<file path="config.mk">
export PLATFORM = sky130hd
export DESIGN_NAME = sr_flop_bank
export DESIGN_NICKNAME = d
export VERILOG_FILES = /design/src/rtl/sr_flop_bank.sv
export SDC_FILE = /design/constraint.sdc
export NUM_CORES = 1
export LEC_CHECK = 0
export CAP_MARGIN = 20
export CORE_ASPECT_RATIO = 0.5
export CORE_MARGIN = 10
export CORE_UTILIZATION = 39
export CTS_BUF_LIST = sky130_fd_sc_hd__clkbuf_16
export DETAILED_ROUTE_END_ITERATION = 6
export GPL_ROUTABILITY_DRIVEN = 0
export PLACE_DENSITY = 0.82
export SYNTH_ARGS = -nofsm -noshare
export SYNTH_HDL_FRONTEND = slang
export SYNTH_SLANG_ARGS = --single-unit
</file>
<file path="constraint.sdc">
create_clock -name clock -period 1.6 [get_ports clock]
set_input_delay 0.16 -clock clock [delete_from_list [all_inputs] [get_ports clock]]
set_output_delay 0.16 -clock clock [all_outputs]
set_load 0.01 [all_outputs]
</file>
<file path="src/rtl/sr_flop_bank.sv">
// WIDTH-bit bank of clocked set/reset flops with selectable S=R=1 resolution,
// parallel load, rise pulses, change and conflict flags. Macro: SRBANK_CONFLICT_CNT_EN.
module sr_flop_bank #(
    parameter int                 WIDTH         = 8,
    parameter int                 CONFLICT_MODE = 0,
    parameter logic [WIDTH-1:0]   RESET_VAL     = {WIDTH{1'b0}},
    parameter int                 CNT_W         = 8
) (
    input  logic             clock,
    input  logic             reset,
    input  logic             enable,
    input  logic [WIDTH-1:0] s,
    input  logic [WIDTH-1:0] r,
    input  logic             load,
    input  logic [WIDTH-1:0] load_data,
    output logic [WIDTH-1:0] q,
    output logic [WIDTH-1:0] rise,
    output logic             changed,
    output logic             conflict,
    output logic [CNT_W-1:0] conflict_cnt
);

    // Illegal configurations stop elaboration rather than silently misbehave.
    if (CONFLICT_MODE < 0 || CONFLICT_MODE > 3) begin : g_bad_mode
        $error("sr_flop_bank: CONFLICT_MODE must be 0..3");
    end
    if (WIDTH < 1 || WIDTH > 64) begin : g_bad_width
        $error("sr_flop_bank: WIDTH must be 1..64");
    end

    logic [WIDTH-1:0] q_next;
    logic             conflict_hit;

    // No handshake: enable is an active-low update qualifier, and every input
    // sampled on an edge is reflected in q on that same edge.
    always_comb begin
        q_next       = q;
        conflict_hit = 1'b0;
        if (!enable) begin
            if (load) begin
                q_next = load_data;
            end else begin
                conflict_hit = |(s & r);
                for (int i = 0; i < WIDTH; i++) begin
                    case ({s[i], r[i]})
                        2'b10: q_next[i] = 1'b1;
                        2'b01: q_next[i] = 1'b0;
                        2'b11: begin
                            if (CONFLICT_MODE == 0)      q_next[i] = 1'b0;
                            else if (CONFLICT_MODE == 1) q_next[i] = 1'b1;
                            else if (CONFLICT_MODE == 2) q_next[i] = ~q[i];
                            else                         q_next[i] = q[i];
                        end
                        default: q_next[i] = q[i];
                    endcase
                end
            end
        end
    end

    always_ff @(posedge clock) begin
        if (reset) begin
            q        <= RESET_VAL;
            rise     <= '0;
            changed  <= 1'b0;
            conflict <= 1'b0;
        end else begin
            q        <= q_next;
            rise     <= ~q & q_next;
            changed  <= |(q ^ q_next);
            conflict <= conflict | conflict_hit;
        end
    end

`ifdef SRBANK_CONFLICT_CNT_EN
    logic [CNT_W-1:0] cnt_q;

    // Counts conflict cycles, not conflicting bits; sticks at all-ones.
    always_ff @(posedge clock) begin
        if (reset) begin
            cnt_q <= '0;
        end else if (conflict_hit && cnt_q != {CNT_W{1'b1}}) begin
            cnt_q <= cnt_q + CNT_W'(1);
        end
    end

    assign conflict_cnt = cnt_q;
`else
    assign conflict_cnt = '0;
`endif

endmodule

</file>
==> out/metrics.csv <==
stage,metric,value,unit
timing,RSZ-0062 raised after global routing,false,
die,std cell rows,13,
detailed_routing,1st-pass router iterations,4,
power,leak pwr,0.700,nW
synthesis,Yosys top cell area share,34.4,%
timing,Final setup viols,0,
die,die area,5280,um^2
die,Die Ht,56.6,um
clocking,CTS tree,built,
grt,vias in the first global route,1077,
grt,global-route wire length before repair,5.39,mm
run_status,status,finished clean,
place,PortBufs,45,
synthesis,Ys Warns,0,
clocking,H-tree depth,1,
detailed_routing,post-route ant nets,0,
clocking,"Reg clk slew, reported paths",0.05,ns
synthesis,cell area after synthesis,1050,um^2
cells_and_area,final non-filler cell total,206,
synthesis,Post-synth EDFFs,0,
cells_and_area,diode count,0,
grt,total grt overflow,0,
synthesis,"FF+latch count, synth",18,
place,dpl cell area,1640,um^2
grt,gr usage total,12.6,%
worst_setup_path,CP cell instances,"clkdlybuf4s50_1, nand2b_1, buf_6, o22ai_1, a21oi_1, ha_1, nand4_1, nor2_1, nor2_1",
synthesis,most common cell in the synthesized netlist,dfxtp_1,
cells_and_area,fin nets,206,
synthesis,ys flop type,dfxtp_1,
synthesis,"top cells by area, synth","dfxtp_1 (34%), a211oi_2 (9.6%), ha_1 (9.6%)",
die,Starting Density,40.7,%
clocking,CTS Buf Count,3,
cells_and_area,area grow syn2layout,67.3,%
job,max-cap viol count,0,
synthesis,Mapped Cells,103,
place,number of cells in the design after placement,202,
worst_setup_path,crit path max-delay cell type,clkdlybuf4s50_1,
timing,part of the cycle the worst path needs,94.6,%
worst_setup_path,critical path required time,1.74,ns
timing,Max Transition Viols Final,0,
detailed_routing,via count,1057,
detailed_routing,drt wl/cell,16.4,um
clocking,setup repair bufs after CTS,0,
grt,largest net degree at the start of global routing,17,
die,Die X,93.2,um
die,# IOs,54,
place,post-DP HPWL,2.62,mm
detailed_routing,Post-Route WL,3.37,mm
worst_setup_path,CP endpoint kind,flip-flop,
synthesis,Synth area leader,dfxtp_1,
worst_setup_path,Worst setup SP type,input pin,
synthesis,asr flop ratio synth,0,%
grt,initial antenna violation count,0,
clocking,clock latency on the worst-skew pair,0.25,ns
timing,Post-Route Skew,0.00596,ns
clocking,Max clock buf depth,2,
worst_setup_path,"setup slack, reg-to-reg",0.26,ns
synthesis,average size of a mapped cell,10.2,um^2
worst_setup_path,arrival time worst endpoint,1.66,ns
detailed_routing,initial drt markers,42,
detailed_routing,Vias per Instance,5.13,
cells_and_area,final instance area,1750,um^2
clocking,Root Driver,clkbuf_16,
worst_setup_path,CP Class,input pin to flip-flop,
worst_setup_path,crit-path max FO,8,
synthesis,"Seq/Total Area, Yosys",34.4,%
die,total core area,2570,um^2
power,total power,1.45,mW
synthesis,post-synthesis cell type count,21,
cells_and_area,utilization after layout,68.1,%
timing,f_max,661,MHz
detailed_routing,residual DRC count,0,
min_path,worst hold path type,flip-flop to flip-flop,
power,peak supply drop,0.000429,V
cells_and_area,layout cells sized above 1,26.0,%
timing,Period minus WS final,1.51,ns
clocking,# clock sinks,18,
worst_setup_path,cell mode on critical path,nor2_1,
synthesis,synth cell count leaders,"dfxtp_1 (18), inv_1 (10)",
power,power per cell area,829,nW/um^2
timing,final hold vios,0,
worst_setup_path,crit-path max cell delay,0.48,ns
-- cells by family (layout without fill, tap and decap cells) --
| group | Yosys count | count (layout) | share of synthesized area (%) |
|---|---|---|---|
| AOI/OAI and AO/OA | 37 | 37 | 34.0 |
| adders and majority gates | 8 | 8 | 9.57 |
| buffers and inverters | 24 | 83 | 13.3 |
| DFF | 18 | 18 | 34.5 |
| other | 1 | 8 | 0.359 |
| and+or+nand+nor | 15 | 15 | 8.37 |
-- what timing repair did --
action                     in CTS  in global routing
pin swaps                       0                  3
gates cloned                    0                  0
setup endpoints to repair       1                  1
hold buffers                    0                  0
hold endpoints to repair        0                  0
gates resized for setup         2                  4
-- through the flow --
stage,setup WS [ns],hold slack [ns],setup TNS (ns)
3_3_place_gp,-0.209,0.467,-0.291
2_1_floorplan,0.330,0.373,0
5_1_grt,0.000794,0.507,0
3_5_place_dp,-0.262,0.478,-0.709
6_report,0.0870,0.481,0
4_1_cts,0.0950,0.490,0
-- cell usage in the layout, fill, tap and decap left out --
cell,Yosys,layout
dfxtp_1,18,18
conb_1,1,8
o22ai_4,0,3
a22o_1,1,1
o22ai_1,1,1
nor2_1,2,2
o2bb2ai_2,2,2
o2bb2ai_1,6,6
nor2b_1,8,8
a211oi_2,8,8
o22ai_2,7,4
buf_6,2,1
ha_1,8,8
a21oi_1,8,8
nand2b_1,1,1
clkdlybuf4s50_1,0,44
buf_4,8,22
nand4_1,3,3
dlygate4sd2_1,0,1
clkbuf_16,0,3
nor3_1,1,1
inv_4,0,1
clkinv_1,0,1
inv_1,10,10
a22oi_1,4,4
-- critical path, delay by kind of cell --
kind	cells	cell delay [ns]
AOI/OAI and AO/OA	2	0.25
adders and majority gates	1	0.28
buffers and inverters	2	0.64
and+or+nand+nor	4	0.32
-- power breakdown --
part / switching, mW / leakage [nW] / internal, mW
Combinational: 0.182 / 0.512 / 0.252
Clock: 0.176 / 0.0385 / 0.333
Sequential: 0.0254 / 0.149 / 0.483
Total: 0.384 / 0.700 / 1.07
-- flip-flops by register name, indices dropped and copies added, names as in the netlist --
register and flops:
q 8, rise 8, changed 1, conflict 1
-- per-layer routing --
layer	track usage (%)	wire length [um]	share of wire, %	vias to the layer above
met1	14.5	1420	42	518
met2	21.6	1670	49	42
met4	5.24	55	1.6	0
li1	-	-	-	492
met5	0	0	0	-
met3	3.44	224	6.6	5
-- cell type report --
cell class                      instances  area [um^2]
Fill cell                             180          820
Timing Repair Buffer                   68          626
Multi-Input combinational cell         68          596
Sequential cell                        18          360
Clock buffer                            3         75.1
Tap cell                               37         46.3
Inverter                               11         43.8
Clock inverter                          1         3.75
-- path summary, 6_finish.rpt --
| check | cells past startpoint | end | start |
|---|---|---|---|
| worst max-delay path | 9 | changed$_SDFF_PP0_ | load |
| worst min-delay path | 1 | conflict$_SDFF_PP0_ | conflict$_SDFF_PP0_ |
| worst max register to register | 6 | changed$_SDFF_PP0_ | q[5]$_SDFF_PP0_ |
| worst min register to register | 1 | conflict$_SDFF_PP0_ | conflict$_SDFF_PP0_ |
Power figures use the tool's default switching activity.
